`src/rtl/pipeline_pkg.sv`:
```
// Shared pipeline definitions: instruction width, reset/bubble defaults and
// the fetch-stage state encoding.
package pipeline_pkg;

  localparam int INSTR_W = 32;

  localparam logic [31:0]        RESET_PC_DEFAULT  = 32'h0000_0000;
  localparam logic [INSTR_W-1:0] NOP_INSTR_DEFAULT = 32'h0000_0000;

  // FETCH: a request is outstanding. HOLD: word captured, decode is stalled.
  typedef enum logic {
    FETCH = 1'b0,
    HOLD  = 1'b1
  } fetch_state_e;

endpackage

```
`src/rtl/if_id_reg.sv`:
```
// IF/ID pipeline register with load / hold / bubble controls.
// Load has priority over bubble; neither asserted means hold.
module if_id_reg
  import pipeline_pkg::*;
#(
  parameter logic [INSTR_W-1:0] NOP_INSTR = NOP_INSTR_DEFAULT
) (
  input  logic               clk,
  input  logic               rst,
  input  logic               load,
  input  logic               bubble,
  input  logic [31:0]        next_pc_4,
  input  logic [INSTR_W-1:0] next_instruction,
  output logic [31:0]        pc_4,
  output logic [INSTR_W-1:0] instruction,
  output logic               valid
);

  // NOTE: state registers use non-blocking assignments so every flop samples
  // pre-edge values regardless of block ordering.
  always_ff @(posedge clk) begin
    if (rst) begin
      pc_4        <= '0;
      instruction <= NOP_INSTR;
      valid       <= 1'b0;
    end else if (load) begin
      pc_4        <= next_pc_4;
      instruction <= next_instruction;
      valid       <= 1'b1;
    end else if (bubble) begin
      // pc_4 is left alone: a bubble only invalidates the instruction slot.
      instruction <= NOP_INSTR;
      valid       <= 1'b0;
    end
  end

endmodule

```
`src/rtl/if_stage.sv`:
```
// Instruction-fetch stage: PC register, imem request/ready handshake and the
// IF/ID register, with stall handling and single-delay-slot redirects.
module if_stage
  import pipeline_pkg::*;
#(
  parameter logic [31:0]        RESET_PC  = RESET_PC_DEFAULT,
  parameter logic [INSTR_W-1:0] NOP_INSTR = NOP_INSTR_DEFAULT
) (
  input  logic               clk,
  input  logic               rst,
  input  logic               shouldStall,
  input  logic               shouldJumpOrBranch,
  input  logic [31:0]        jumpOrBranchPc,
  output logic [31:0]        imem_addr,
  output logic               imem_req,
  input  logic [INSTR_W-1:0] imem_rdata,
  input  logic               imem_ready,
  output logic [31:0]        pc_4,
  output logic [INSTR_W-1:0] instruction,
  output logic               idValid
`ifdef DEBUG
  ,
  output logic [31:0]        debug_pc
`endif
);

  fetch_state_e       state;
  logic [31:0]        pc;
  logic [31:0]        pc_plus4;
  logic [31:0]        next_pc;
  logic [31:0]        pend_target;
  logic               pend_valid;
  logic [INSTR_W-1:0] hold_buf;
  logic               redir;
  logic               slot_done;
  logic               bubble;
  logic [INSTR_W-1:0] load_word;

  assign pc_plus4  = pc + 32'd4;
  assign imem_addr = pc;
  assign imem_req  = (state == FETCH) && !rst;

`ifdef DEBUG
  assign debug_pc = pc;
`endif

  // A stalled decode neither consumes nor records a redirect.
  assign redir     = shouldJumpOrBranch && idValid && !shouldStall;
  assign slot_done = !shouldStall && ((state == HOLD) || imem_ready);
  assign bubble    = (state == FETCH) && !imem_ready && !shouldStall;
  assign load_word = (state == HOLD) ? hold_buf : imem_rdata;

  // NOTE: every always_comb output gets a default first so no path can
  // leave it unassigned and infer a latch.
  always_comb begin
    next_pc = pc_plus4;
    if (redir)           next_pc = jumpOrBranchPc;
    else if (pend_valid) next_pc = pend_target;
  end

  always_ff @(posedge clk) begin
    if (rst) begin
      state       <= FETCH;
      pc          <= RESET_PC;
      pend_valid  <= 1'b0;
      pend_target <= '0;
      hold_buf    <= '0;
    end else begin
      if (slot_done) begin
        pc         <= next_pc;
        pend_valid <= 1'b0;
      end else if (redir) begin
        // Branch left IF/ID before its delay slot arrived: apply it later.
        pend_target <= jumpOrBranchPc;
        pend_valid  <= 1'b1;
      end

      unique case (state)
        FETCH: if (imem_ready && shouldStall) begin
          hold_buf <= imem_rdata;
          state    <= HOLD;
        end
        HOLD: if (!shouldStall) state <= FETCH;
        default: state <= FETCH;
      endcase
    end
  end

  if_id_reg #(.NOP_INSTR(NOP_INSTR)) u_if_id (
    .clk              (clk),
    .rst              (rst),
    .load             (slot_done),
    .bubble           (bubble),
    .next_pc_4        (pc_plus4),
    .next_instruction (load_word),
    .pc_4             (pc_4),
    .instruction      (instruction),
    .valid            (idValid)
  );

endmodule

```
`config.mk`:
```
export PLATFORM = sky130hd
export DESIGN_NAME = if_stage
export DESIGN_NICKNAME = d
export VERILOG_FILES = /design/src/rtl/pipeline_pkg.sv /design/src/rtl/if_id_reg.sv /design/src/rtl/if_stage.sv
export SDC_FILE = /design/constraint.sdc
export NUM_CORES = 1
export LEC_CHECK = 0
export CAP_MARGIN = 15
export CORE_UTILIZATION = 52
export CTS_BUF_LIST = sky130_fd_sc_hd__clkbuf_16
export DETAILED_ROUTE_END_ITERATION = 6
export HOLD_SLACK_MARGIN = 0.03
export PLACE_DENSITY = 0.82
export SYNTH_ARGS = -nofsm -noshare
export SYNTH_HDL_FRONTEND = slang
export SYNTH_HIERARCHICAL = 1
export SYNTH_SLANG_ARGS = --single-unit
```
`constraint.sdc`:
```
create_clock -name clk -period 2.8 [get_ports clk]
set_clock_uncertainty 0.05 [all_clocks]
set_input_delay 0.56 -clock clk [delete_from_list [all_inputs] [get_ports clk]]
set_output_delay 0.56 -clock clk [all_outputs]
set_load 0.01 [all_outputs]
```
### Yosys cells after proc, flatten, opt, wreduce, memory -nomap -nowiden

Cells that the tools add are included.

* flip-flop bits (word level): 163
* logic and storage cells: 36
* input port bits: 69

* reductions and logical operators: 15
* add/subtract/negate cells: 1
* muxes and demuxes: 10
* bitwise operators: 2

Operators with widths (count)
* two-way mux 32 bit: 5
* adder 32 x 3 -> 32 bit (second input constant): 1
* logical AND 1 bit: 7
* two-way mux 1 bit: 4
* AND reduction 2 bit: 2
* logical NOT 1 bit: 3
* inverter 1 bit: 2
* case mux 1 bit (2 select lines): 1
* nonzero test 2 bit: 1
* OR reduction 2 bit: 1
* logical OR 1 bit: 1

### Longest topological paths before layout

Gate-level depths: netlist of run 1.

* depth in word-level cells: 5
* gate-level depth with buffers: 9
* mapped depth without buffers: 7

### Cells and area by module

Netlist of run 1, hierarchy kept.

By module, submodules not included
* if_stage: area each 5605.4 µm², sequential area each 1961.9 µm², instances 1, cells each 729
* if_id_reg: area each 2661.3 µm², sequential area each 1301.2 µm², instances 1, cells each 251

### Worst setup path after synthesis of run 1

OpenSTA, ideal clock, no wires.

* path kind: input to register
* from: input shouldStall
* to: register u_if_id.instruction[23]
* cell stages on the path: 9
* path slack: 556 ps
* arrival time: 2106 ps
* setup time: 88 ps
* required time: 2662 ps
* cell sequence: o21bai_1 inv_1 clkbuf_1 buf_1 buf_2 buf_6 buf_2 nand2_1 o32ai_2

* cells in the longest elaborated chain, start to end: 3
* elaborated cells on any way between the ends: 5
* classes of those cells: 1 x mux; 4 x reduce/logical

RTL lines
* from (decl): RTL line if_stage.sv:11 `input logic shouldStall,`
* logical NOT 1 bit *
* logical AND 1 bit *: RTL line if_stage.sv:49 `assign slot_done = !shouldStall && ((state == HOLD) || imem_ready);`
* net slot_done: RTL line if_stage.sv:35 `logic slot_done;`
* two-way mux 32 bit or nonzero test 2 bit (tied branches)
* to (signal assigned): RTL line if_id_reg.sv:28 `instruction <= next_instruction;`
* to (decl): RTL line if_id_reg.sv:15 `output logic [INSTR_W-1:0] instruction,`

The timed path passes the listed nets; every way through them passes the cells marked *.
A chain may end at the register's enable or synchronous reset.

### Worst setup path in the final report of run 1

* from: register pc[11] (netlist: imem_addr[11])
* to: output imem_addr[11]

RTL lines
* from (decl): RTL line if_stage.sv:28 `logic [31:0] pc;`
* from (signal assigned): RTL line if_stage.sv:70 `pc <= next_pc;`
* to (decl): RTL line if_stage.sv:14 `output logic [31:0] imem_addr,`

No word-level cell between the ends.

==> results of run 1 <==
-- worst paths after layout --
path,startpoint,endpoint,slack [ns],cells after the start
setup / recovery,imem_addr[11],imem_addr[11],0.54,1
hold / removal,pend_target[14],pend_target[14],0.40,2
setup reg to reg,imem_addr[11],u_if_id/pc_4[30],0.58,6
hold reg to reg,pend_target[14],pend_target[14],0.40,2
-- registers in the layout, summed over array words and instances, names as in the netlist --
register             cells
pend_valid               1
u_if_id/valid            1
u_if_id/instruction     32
state                    1
hold_buf                32
imem_addr               32
u_if_id/pc_4            32
pend_target             32
-- cells in the final DEF, fill, tap and decap left out, types with 6 or more instances in the layout --
master           instances
nand2_1                196
clkdlybuf4s50_1        165
dfxtp_1                163
a21oi_1                 80
nor2_1                  57
inv_1                   54
mux2i_1                 50
mux2_2                  33
o32ai_2                 30
nand3_1                 29
buf_4                   27
xnor2_1                 17
clkbuf_16               17
nand4_1                 13
nor3_1                  13
o21ai_0                 13
nor4_1                   9
o211ai_1                 9
and4_1                   8
and2_1                   8
xor2_1                   8
nand2b_1                 7
or3_1                    7
a221oi_1                 7
a311o_1                  7
o311ai_0                 6
a32o_1                   6
-- layer usage --
metal / vias to the layer above / track usage, %
li1: 3689 / -
met1: 3663 / 36.44
met2: 328 / 46.61
met3: 57 / 5.551
met4: 0 / 11.83
met5: - / 0
-- power by group through the flow --
stage / Sequential, mW / Clock, mW / Combinational (mW)
detailed placement: 2.53 / 0 / 0.725
finish: 2.48 / 2.19 / 0.732
global route: 2.49 / 2.32 / 0.785
global placement: 2.53 / 0 / 0.715
CTS: 2.48 / 2.20 / 0.731
floorplan: 2.53 / 0 / 0.388
-- per-stage QoR --
step           util, %  cell area [µm²]  power [mW]  setup slack, ns
6_report         69.19            10640       5.404           0.5386
5_1_grt          69.19            10640       5.594           0.4729
4_1_cts          69.19            10640       5.413           0.5394
3_5_place_dp     65.68            10100       3.255           0.2790
3_3_place_gp     65.68            10100       3.242           0.3076
2_1_floorplan        -             8267       2.921           0.5559
-- cells by family after synthesis --
| kind of cell | synth area share (%) |
|---|---|
| adders and majority gates | 0.1513 |
| xor gates and xnor gates | 2.649 |
| muxes | 10.55 |
| AOI/OAI and AO/OA | 18.31 |
| and+or+nand+nor | 21.42 |
| buffers and inverters | 7.447 |
| DFF | 39.47 |
-- final cells by class --
class	instances	area, µm²
clock buffer	17	425.4
clock inverter	14	113.9
fill	1191	4736
inverter	53	203.9
multi-input combinational	677	4399
sequential	163	3263
tap	211	264.0
timing repair buffer	198	1966
-- worst min-delay path: stages (launching register included) --
cell and delay, ns:
dfxtp_1 0.31, nand2_1 0.05, a21oi_1 0.05
==> impl_metrics.xml, run 1 <==
<?xml version="1.0" encoding="UTF-8"?>
<metrics>
  <group name="pwr">
    <metric name="switching_portion_of_total_power" unit="%">26.37</metric>
    <metric name="pleak" unit="nW">3.729</metric>
    <metric name="p_seq_share" unit="%">45.9</metric>
    <metric name="total_switching_power" unit="mW">1.425</metric>
    <metric name="clockPowerShare" unit="%">40.5</metric>
    <metric name="cellInternalPower" unit="mW">3.979</metric>
    <metric name="irDropWorstVdd" unit="mV">0.4833</metric>
    <metric name="power_frac_comb" unit="%">13.5</metric>
    <metric name="power.density" unit="nW/µm²">508.1</metric>
  </group>
  <group name="route">
    <metric name="detail_route.vias_per_cell" unit="">5.804</metric>
    <metric name="final_wl" unit="mm">22.86</metric>
    <metric name="dr_wl_met3" unit="mm">1.418</metric>
    <metric name="post_route_antenna_net_violation_count" unit="">0</metric>
    <metric name="routed-via-count" unit="">7737</metric>
    <metric name="topRoutingLayerUsed" unit="">met4</metric>
    <metric name="detailed_router_iteration_count_before_antenna_repair" unit="">5</metric>
    <metric name="dr_drc_count" unit="">0</metric>
    <metric name="drt-met1-wl" unit="mm">9.933</metric>
    <metric name="met2RoutedLength" unit="mm">10.82</metric>
    <metric name="detail_route.iter0.violations" unit="">558</metric>
    <metric name="route.detailed.wl_per_inst" unit="µm">17.15</metric>
  </group>
  <group name="worst_setup_path">
    <metric name="worstSetupStartpointType" unit="">flip-flop</metric>
    <metric name="path_max_fanout" unit="">10</metric>
    <metric name="data_arrival_time_at_the_worst_slack_endpoint" unit="ns">1.65</metric>
    <metric name="critical_path_cell_with_the_highest_stage_delay" unit="">clkdlybuf4s50_1</metric>
    <metric name="cp_cell_sequence" unit="">clkdlybuf4s50_1</metric>
    <metric name="critical_path_buf_inv_count" unit="">1</metric>
    <metric name="cp_data_required_time" unit="ns">2.19</metric>
    <metric name="cp_top_family" unit="">buffers and inverters</metric>
    <metric name="crit_path_end_kind" unit="">primary output</metric>
    <metric name="max_stage_delay" unit="ns">0.63</metric>
    <metric name="worstSetupPathType" unit="">reg2out</metric>
  </group>
  <group name="sta">
    <metric name="totalNegativeSetupSlack" unit="ns">0</metric>
    <metric name="rsz0062_at_grt" unit="">false</metric>
    <metric name="timing.hold.ws" unit="ns">0.4009</metric>
    <metric name="report.final.setup_viol" unit="">0</metric>
    <metric name="report.final.hold_viol_count" unit="">0</metric>
    <metric name="maxSlewHeadroom" unit="%">55.77</metric>
    <metric name="min_period_over_period" unit="%">80.77</metric>
    <metric name="fin_crit" unit="ns">2.261</metric>
    <metric name="tightest_slew" unit="ns">0.6634</metric>
    <metric name="achievable-frequency" unit="MHz">442.2</metric>
    <metric name="max_slew_violation_total_from_the_final_report" unit="">0</metric>
  </group>
  <group name="yosys">
    <metric name="synth_seq_area_share" unit="%">39.47</metric>
    <metric name="yosys_warnings" unit="">6</metric>
    <metric name="postSynthRegisterBits" unit="">163</metric>
    <metric name="netlist.top_cell.by_area" unit="">dfxtp_1</metric>
    <metric name="syn_area_per_cell" unit="µm²">8.435</metric>
    <metric name="syn_inst" unit="">980</metric>
    <metric name="synth-edff-count" unit="">0</metric>
    <metric name="top_cell_type_s_share_of_synthesized_area" unit="%">39.47</metric>
    <metric name="post_synth_num_cell_types" unit="">63</metric>
    <metric name="postSynth.asyncResetShare" unit="%">0</metric>
    <metric name="prevailing_post_synth_register_cell" unit="">dfxtp_1</metric>
    <metric name="mappedNetlistNets" unit="">1050</metric>
    <metric name="synthMostInstantiatedCell" unit="">nand2_1</metric>
    <metric name="netlist_area" unit="µm²">8267</metric>
    <metric name="netlist_top_cells_area" unit="">dfxtp_1 39%, nand2_1 8.9%, mux2i_1 6.1%</metric>
    <metric name="synth_common_cells" unit="">196 x nand2_1, 163 x dfxtp_1, 80 x a21oi_1</metric>
  </group>
  <group name="placement">
    <metric name="numPortBuffers" unit="">166</metric>
    <metric name="routabilityCongestion" unit="">0.8956</metric>
    <metric name="place.detailed.hpwl" unit="mm">15.32</metric>
    <metric name="numPlacedInstances" unit="">1302</metric>
  </group>
  <group name="cells_and_area">
    <metric name="nets" unit="">1180</metric>
    <metric name="areaGrowthSynthToFinish" unit="%">28.65</metric>
    <metric name="drive_above_1_share" unit="%">11.94</metric>
    <metric name="antenna_cells" unit="">0</metric>
    <metric name="post_layout_nonfiller_instances" unit="">1333</metric>
  </group>
  <group name="job">
    <metric name="cap_viol_max_count" unit="">0</metric>
  </group>
  <group name="cts">
    <metric name="cts_resized" unit="">0</metric>
    <metric name="hold_buffers" unit="">0</metric>
    <metric name="clock_tree.root_cell" unit="">clkbuf_16</metric>
    <metric name="clock_insertion_delay_worst_skew" unit="ns">0.44</metric>
    <metric name="number_of_buffers_created_by_cts" unit="">17</metric>
    <metric name="cts.sinks" unit="">163</metric>
    <metric name="cts_tree" unit="">built</metric>
    <metric name="clock_tree.buffer_depth" unit="">2</metric>
    <metric name="cts_max_level" unit="">4</metric>
    <metric name="clk_pin_slew_worst_paths" unit="ns">0.06</metric>
    <metric name="buffers_inserted_during_post_cts_setup_optimization" unit="">0</metric>
  </group>
  <group name="floorplanning">
    <metric name="boundaryPins" unit="">167</metric>
    <metric name="core_region_area" unit="µm²">15370</metric>
    <metric name="row_count" unit="">45</metric>
    <metric name="initial_utilization" unit="%">53.78</metric>
    <metric name="die_w" unit="µm">128.1</metric>
    <metric name="floorplan.die.height" unit="µm">128.1</metric>
    <metric name="overall_die_area" unit="µm²">16410</metric>
  </group>
  <group name="grt">
    <metric name="largest_net_degree_at_the_start_of_global_routing" unit="">56</metric>
    <metric name="grt_first_pass_wirelength" unit="mm">36.65</metric>
    <metric name="antenna_found_initial" unit="">0</metric>
    <metric name="globalRoute.totalOverflow" unit="">0</metric>
    <metric name="grt_pass1_vias" unit="">7192</metric>
    <metric name="grtUsageTotal" unit="%">28.39</metric>
  </group>
  <group name="status">
    <metric name="result_of_the_run" unit="">finished, final reports clean</metric>
  </group>
  <group name="worst_hold_path">
    <metric name="hp-class" unit="">reg2reg</metric>
  </group>
</metrics>
Power figures use the tool's default switching activity.
==> inputs of run 2 (changes only) <==
- CORE_UTILIZATION: 52 -> 47
- PLACE_DENSITY: 0.82 -> 0.78
- clock period: 2.8 -> 1.9 ns (I/O delays scaled with it)
==> impl_metrics.xml, run 2 (same netlist as run 1, synthesis figures left out) <==
<?xml version="1.0" encoding="UTF-8"?>
<metrics>
  <group name="cells_and_area">
    <metric name="drive_above_1_share" unit="%">21.30</metric>
    <metric name="post_layout_nonfiller_instances" unit="">1436</metric>
    <metric name="nets" unit="">1268</metric>
    <metric name="mostFrequentLayoutCell" unit="">nand2_1</metric>
    <metric name="most-common-layout-cells" unit="">196 x nand2_1, 146 x dfxtp_1, 137 x clkdlybuf4s50_1</metric>
    <metric name="fillCellCount" unit="">1387</metric>
    <metric name="finish.utilization" unit="%">67.08</metric>
    <metric name="areaGrowthSynthToFinish" unit="%">39.87</metric>
    <metric name="final_cell_area" unit="µm²">11560</metric>
    <metric name="antenna_cells" unit="">0</metric>
  </group>
  <group name="worst_hold_path">
    <metric name="worstHoldPathCells" unit="">2</metric>
    <metric name="hp-class" unit="">in2reg</metric>
    <metric name="timing.hold.worst_endpoint" unit="">state</metric>
    <metric name="min_from" unit="">shouldStall</metric>
  </group>
  <group name="cts">
    <metric name="clock_tree.root_cell" unit="">clkbuf_16</metric>
    <metric name="number_of_buffers_created_by_cts" unit="">17</metric>
    <metric name="hold_buffers" unit="">0</metric>
    <metric name="clock_tree.buffer_depth" unit="">2</metric>
    <metric name="cts_max_level" unit="">4</metric>
    <metric name="clk_pin_slew_worst_paths" unit="ns">0.07</metric>
    <metric name="cts_tree" unit="">built</metric>
    <metric name="clock_insertion_delay_worst_skew" unit="ns">0.44</metric>
    <metric name="cts.sinks" unit="">163</metric>
  </group>
  <group name="floorplanning">
    <metric name="row_count" unit="">48</metric>
    <metric name="overall_die_area" unit="µm²">18120</metric>
    <metric name="core_region_area" unit="µm²">17240</metric>
    <metric name="die_w" unit="µm">134.6</metric>
    <metric name="initial_utilization" unit="%">47.96</metric>
    <metric name="floorplan.die.height" unit="µm">134.6</metric>
    <metric name="boundaryPins" unit="">167</metric>
  </group>
  <group name="sta">
    <metric name="achievable-frequency" unit="MHz">531.6</metric>
    <metric name="maxSlewHeadroom" unit="%">51.96</metric>
    <metric name="rsz0062_at_grt" unit="">true</metric>
    <metric name="report.final.hold_viol_count" unit="">0</metric>
    <metric name="report.final.setup_viol" unit="">0</metric>
    <metric name="max_slew_violation_total_from_the_final_report" unit="">0</metric>
    <metric name="min_period_over_period" unit="%">99.00</metric>
    <metric name="totalNegativeSetupSlack" unit="ns">0</metric>
    <metric name="fin_crit" unit="ns">1.881</metric>
    <metric name="tightest_slew" unit="ns">0.7206</metric>
  </group>
  <group name="grt">
    <metric name="grt_pass1_vias" unit="">7638</metric>
    <metric name="antenna_found_initial" unit="">0</metric>
    <metric name="grt_first_pass_wirelength" unit="mm">38.22</metric>
    <metric name="globalRoute.totalOverflow" unit="">0</metric>
    <metric name="largest_net_degree_at_the_start_of_global_routing" unit="">58</metric>
    <metric name="grtUsageTotal" unit="%">26.84</metric>
  </group>
  <group name="route">
    <metric name="detailed_router_iteration_count_before_antenna_repair" unit="">7</metric>
    <metric name="route.detailed.wl_per_inst" unit="µm">16.79</metric>
    <metric name="detail_route.iter0.violations" unit="">462</metric>
    <metric name="routed-via-count" unit="">8039</metric>
    <metric name="dr_drc_count" unit="">0</metric>
    <metric name="final_wl" unit="mm">24.11</metric>
    <metric name="post_route_antenna_net_violation_count" unit="">0</metric>
    <metric name="detail_route.vias_per_cell" unit="">5.598</metric>
  </group>
  <group name="worst_setup_path">
    <metric name="worstSetupPathType" unit="">reg2reg</metric>
    <metric name="cp_data_required_time" unit="ns">2.16</metric>
    <metric name="timing.reg2reg.worst_path_depth" unit="">7</metric>
    <metric name="data_arrival_time_at_the_worst_slack_endpoint" unit="ns">2.14</metric>
    <metric name="rrSetupSlack" unit="ns">0.02</metric>
    <metric name="max_stage_delay" unit="ns">0.44</metric>
    <metric name="crit-reg2reg-launch" unit="">imem_addr[3]</metric>
    <metric name="cp_cell_sequence" unit="">ha_4 &gt; nand4_4 &gt; or4_4 &gt; or2_4 &gt; xnor2_2 &gt; mux2i_1 &gt; nor2_1</metric>
    <metric name="worstSetupStartpointType" unit="">flip-flop</metric>
    <metric name="critical_path_cell_with_the_highest_stage_delay" unit="">or4_4</metric>
    <metric name="crit_path_end_kind" unit="">flip-flop</metric>
    <metric name="critical_path.reg2reg.endpoint" unit="">u_if_id/pc_4[30]</metric>
    <metric name="path_max_fanout" unit="">3</metric>
  </group>
  <group name="placement">
    <metric name="place_area" unit="µm²">10880</metric>
    <metric name="numPlacedInstances" unit="">1401</metric>
    <metric name="place.detailed.hpwl" unit="mm">17.13</metric>
    <metric name="routabilityCongestion" unit="">0.9225</metric>
    <metric name="numPortBuffers" unit="">166</metric>
  </group>
  <group name="pwr">
    <metric name="finalPower" unit="mW">8.329</metric>
    <metric name="pleak" unit="nW">4.428</metric>
    <metric name="power.density" unit="nW/µm²">720.3</metric>
    <metric name="irDropWorstVdd" unit="mV">0.6780</metric>
  </group>
  <group name="status">
    <metric name="result_of_the_run" unit="">finished, final reports clean</metric>
  </group>
  <group name="job">
    <metric name="cap_viol_max_count" unit="">0</metric>
  </group>
</metrics>
==> run 2: cell types whose count changed in the layout (fill, tap and decap cells not counted), sizes merged <==
| cell | previous run | this run |
|---|---|---|
| dlygate4sd2 | 0 | 23 |
| bufinv | 1 | 0 |
| buf | 33 | 121 |
| clkinvlp | 2 | 1 |
| inv | 59 | 63 |
| clkdlybuf4s50 | 165 | 137 |
| dlymetal6s2s | 0 | 5 |
| clkinv | 5 | 4 |
==> run 2: per-stage QoR <==
step,hold WS [ns],setup slack (ns)
5_1_grt,0.2523,-0.03633
4_1_cts,0.2363,0.003794
3_3_place_gp,0.3867,-0.3192
3_5_place_dp,0.3929,-0.3914
2_1_floorplan,0.3811,-0.05266
6_report,0.2526,0.01894
==> run 2: where the power goes <==
| group | total, mW | switching, mW | internal [mW] |
|---|---|---|---|
| Combinational | 1.23 | 0.594 | 0.639 |
| Clock | 3.47 | 1.68 | 1.79 |
| Sequential | 3.63 | 0.0923 | 3.54 |
| Total | 8.33 | 2.37 | 5.96 |
==> run 2: area by class of cell <==
cell class	instances	area (µm²)	area share [%]
clock buffers	17	425.4	3.679
clock inverters	15	175.2	1.515
inverters	53	203.9	1.764
multi-input cells	677	4462	38.59
flip-flops and latches	163	3304	28.58
well taps	225	281.5	2.435
repair buffers	286	2710	23.44
==> run 2: repair_timing <==
action / 4_1_cts / 5_1_grt
hold endpoints to repair: 0 / 0
buffers inserted: 2 / 1
resized for setup: 45 / 16
pin swaps: 3 / 4
endpoints found under the setup margin: 34 / 16
==> run 2: how the worst max path moves through the flow <==
stage | start | end | depth (start not counted)
2_1_floorplan | imem_addr[2] | u_if_id/pc_4[30] | 7
3_3_place_gp | shouldStall | imem_addr[29] | 5
3_5_place_dp | shouldStall | imem_addr[22] | 7
4_1_cts | imem_addr[12] | imem_addr[12] | 2
5_1_grt | imem_addr[3] | u_if_id/pc_4[30] | 7
6_report | imem_addr[3] | u_if_id/pc_4[30] | 7
==> run 2: routing by layer <==
layer | part of all wire (%) | wire (µm) | vias to the layer above | GRT usage [%]
li1 | - | - | 3870 | -
met1 | 42 | 10150 | 3805 | 33.51
met2 | 49 | 11800 | 315 | 45.25
met3 | 6.3 | 1508 | 49 | 5.068
met4 | 2.7 | 643 | 0 | 11.24
met5 | 0 | 0 | - | 0
==> run 2: critical path, delay by kind of cell (launching register included) <==
kind	cells	cell delay [ns]
AND/OR/NAND/NOR	4	0.88
flip-flops	1	0.36
multiplexers	1	0.13
adder cells (fa/ha/maj)	1	0.18
XOR/XNOR	1	0.15
==> inputs of run 3 (changes only) <==
- GPL_ROUTABILITY_DRIVEN: default -> 0
- SKIP_LAST_GASP: default -> 1
==> impl_metrics.xml, run 3 (same netlist as run 1, synthesis figures left out) <==
<?xml version="1.0" encoding="UTF-8"?>
<metrics>
  <group name="cells_and_area">
    <metric name="mostFrequentLayoutCell" unit="">nand2_1</metric>
    <metric name="nets" unit="">1259</metric>
    <metric name="antenna_cells" unit="">0</metric>
    <metric name="finish.utilization" unit="%">66.68</metric>
    <metric name="drive_above_1_share" unit="%">21.05</metric>
    <metric name="final_cell_area" unit="µm²">11490</metric>
    <metric name="most-common-layout-cells" unit="">195 x nand2_1, 144 x dfxtp_1, 139 x clkdlybuf4s50_1</metric>
    <metric name="areaGrowthSynthToFinish" unit="%">39.03</metric>
  </group>
  <group name="worst_setup_path">
    <metric name="cp_cell_sequence" unit="">nand4_4 &gt; buf_4 &gt; or4_1 &gt; xnor2_1 &gt; mux2i_1 &gt; nor2_1</metric>
    <metric name="critical_path_buf_inv_count" unit="">1</metric>
    <metric name="crit_path_end_kind" unit="">flip-flop</metric>
    <metric name="timing.reg2reg.worst_path_depth" unit="">6</metric>
    <metric name="cp_top_family" unit="">simple AND/OR/NAND/NOR gates</metric>
    <metric name="rrSetupSlack" unit="ns">0.01</metric>
    <metric name="data_arrival_time_at_the_worst_slack_endpoint" unit="ns">2.15</metric>
    <metric name="critical_path_cell_with_the_highest_stage_delay" unit="">or4_1</metric>
    <metric name="crit-reg2reg-launch" unit="">imem_addr[13]</metric>
    <metric name="cp_data_required_time" unit="ns">2.16</metric>
    <metric name="max_stage_delay" unit="ns">0.62</metric>
    <metric name="critical_path.reg2reg.endpoint" unit="">u_if_id/pc_4[18]</metric>
    <metric name="path_max_fanout" unit="">6</metric>
    <metric name="worstSetupPathType" unit="">reg2reg</metric>
    <metric name="worstSetupStartpointType" unit="">flip-flop</metric>
  </group>
  <group name="grt">
    <metric name="grt_first_pass_wirelength" unit="mm">38.98</metric>
    <metric name="grtUsageTotal" unit="%">27.28</metric>
    <metric name="antenna_found_initial" unit="">0</metric>
    <metric name="largest_net_degree_at_the_start_of_global_routing" unit="">54</metric>
    <metric name="grt_pass1_vias" unit="">7695</metric>
    <metric name="globalRoute.totalOverflow" unit="">0</metric>
  </group>
  <group name="sta">
    <metric name="maxSlewHeadroom" unit="%">55.54</metric>
    <metric name="report.final.hold_viol_count" unit="">0</metric>
    <metric name="achievable-frequency" unit="MHz">529.3</metric>
    <metric name="max_slew_violation_total_from_the_final_report" unit="">0</metric>
    <metric name="report.final.setup_viol" unit="">0</metric>
    <metric name="fin_crit" unit="ns">1.889</metric>
    <metric name="tightest_slew" unit="ns">0.6669</metric>
    <metric name="rsz0062_at_grt" unit="">true</metric>
    <metric name="timing.hold.ws" unit="ns">0.2056</metric>
    <metric name="min_period_over_period" unit="%">99.44</metric>
    <metric name="setup_slack" unit="ns">0.01073</metric>
  </group>
  <group name="placement">
    <metric name="place_area" unit="µm²">10810</metric>
    <metric name="pre_cts_slack" unit="ns">-0.3724</metric>
    <metric name="numPortBuffers" unit="">166</metric>
    <metric name="place.detailed.hpwl" unit="mm">17.22</metric>
  </group>
  <group name="worst_hold_path">
    <metric name="min_from" unit="">rst</metric>
    <metric name="timing.hold.worst_endpoint" unit="">pend_target[29]</metric>
    <metric name="hp-class" unit="">in2reg</metric>
    <metric name="worstHoldPathCells" unit="">2</metric>
  </group>
  <group name="cts">
    <metric name="cts_max_level" unit="">4</metric>
    <metric name="clk_pin_slew_worst_paths" unit="ns">0.07</metric>
    <metric name="clock_tree.buffer_depth" unit="">2</metric>
    <metric name="cts_tree" unit="">built</metric>
    <metric name="clock_insertion_delay_worst_skew" unit="ns">0.43</metric>
    <metric name="hold_buffers" unit="">0</metric>
    <metric name="number_of_buffers_created_by_cts" unit="">17</metric>
    <metric name="cts.sinks" unit="">163</metric>
    <metric name="clock_tree.root_cell" unit="">clkbuf_16</metric>
  </group>
  <group name="floorplanning">
    <metric name="boundaryPins" unit="">167</metric>
    <metric name="overall_die_area" unit="µm²">18120</metric>
    <metric name="core_region_area" unit="µm²">17240</metric>
    <metric name="die_w" unit="µm">134.6</metric>
    <metric name="initial_utilization" unit="%">47.96</metric>
    <metric name="floorplan.die.height" unit="µm">134.6</metric>
    <metric name="row_count" unit="">48</metric>
  </group>
  <group name="route">
    <metric name="routed-via-count" unit="">8065</metric>
    <metric name="detailed_router_iteration_count_before_antenna_repair" unit="">5</metric>
    <metric name="route.detailed.wl_per_inst" unit="µm">17.29</metric>
    <metric name="dr_drc_count" unit="">0</metric>
    <metric name="detail_route.vias_per_cell" unit="">5.652</metric>
    <metric name="post_route_antenna_net_violation_count" unit="">0</metric>
    <metric name="final_wl" unit="mm">24.67</metric>
    <metric name="detail_route.iter0.violations" unit="">619</metric>
  </group>
  <group name="pwr">
    <metric name="power.density" unit="nW/µm²">712.3</metric>
    <metric name="clockPowerShare" unit="%">40.6</metric>
    <metric name="pleak" unit="nW">4.434</metric>
    <metric name="irDropWorstVdd" unit="mV">0.6600</metric>
    <metric name="switching_portion_of_total_power" unit="%">27.94</metric>
    <metric name="finalPower" unit="mW">8.187</metric>
    <metric name="total_switching_power" unit="mW">2.287</metric>
    <metric name="p_seq_share" unit="%">44.4</metric>
    <metric name="cellInternalPower" unit="mW">5.900</metric>
    <metric name="power_frac_comb" unit="%">15.0</metric>
  </group>
  <group name="status">
    <metric name="result_of_the_run" unit="">finished, final reports clean</metric>
  </group>
  <group name="job">
    <metric name="cap_viol_max_count" unit="">0</metric>
  </group>
</metrics>
[run 3: changes by cell type in the layout (fill, tap and decap cells not counted), sizes merged]
cell | previous run | this run
buf | 121 | 112
dlygate4sd2 | 23 | 16
dlymetal6s2s | 5 | 10
clkdlybuf4s50 | 137 | 139
clkinv | 4 | 3
clkinvlp | 1 | 2
[run 3: how the worst max path moves through the flow]
stage / cells past startpoint / start / end / slack (ns)
2_1_floorplan: 7 / imem_addr[2] / u_if_id/pc_4[30] / -0.05
3_3_place_gp: 5 / shouldStall / imem_addr[29] / -0.32
3_5_place_dp: 7 / shouldStall / imem_addr[22] / -0.37
4_1_cts: 2 / imem_addr[9] / imem_addr[9] / -0.05
5_1_grt: 8 / imem_addr[13] / u_if_id/pc_4[22] / -0.03
6_report: 6 / imem_addr[13] / u_if_id/pc_4[18] / 0.01
[run 3: power groups by stage]
stage	logic, mW	registers (mW)	clock network [mW]
after floorplan	0.575	3.74	0
after global placement	1.21	3.70	0
after detailed placement	1.23	3.71	0
after CTS	1.23	3.63	3.36
after global routing	1.32	3.64	3.53
final	1.23	3.63	3.32
[run 3: through the flow]
| step | cells | TNS (ns) |
|---|---|---|
| final | 1427 | 0 |
| after global routing | 1427 | -0.08065 |
| after CTS | 1426 | -0.04645 |
| after detailed placement | 1392 | -27.65 |
| after global placement | 1392 | -22.20 |
| after floorplan | 980 | -0.05266 |
[run 3: repair_timing]
item	in CTS	in global routing
pin swaps	3	7
setup endpoints to repair	28	23
buffers inserted	2	1
gates resized for setup	38	26
gates cloned	0	0
[run 3: layout make-up]
type                            instances  area [µm²]
Sequential cell                       163        3307
Fill cell                            1357        5743
Inverter                               53       203.9
Timing Repair Buffer                  277        2664
Clock inverter                         15       137.6
Tap cell                              225       281.5
Multi-Input combinational cell        677        4474
Clock buffer                           17       425.4
[run 3: metal layers]
metal	vias to the layer above	wire length (µm)	GRT usage (%)
li1	3860	-	-
met4	0	756	11.92
met5	-	0	0
met2	341	11920	45.79
met1	3806	10220	34.46
met3	58	1771	4.505
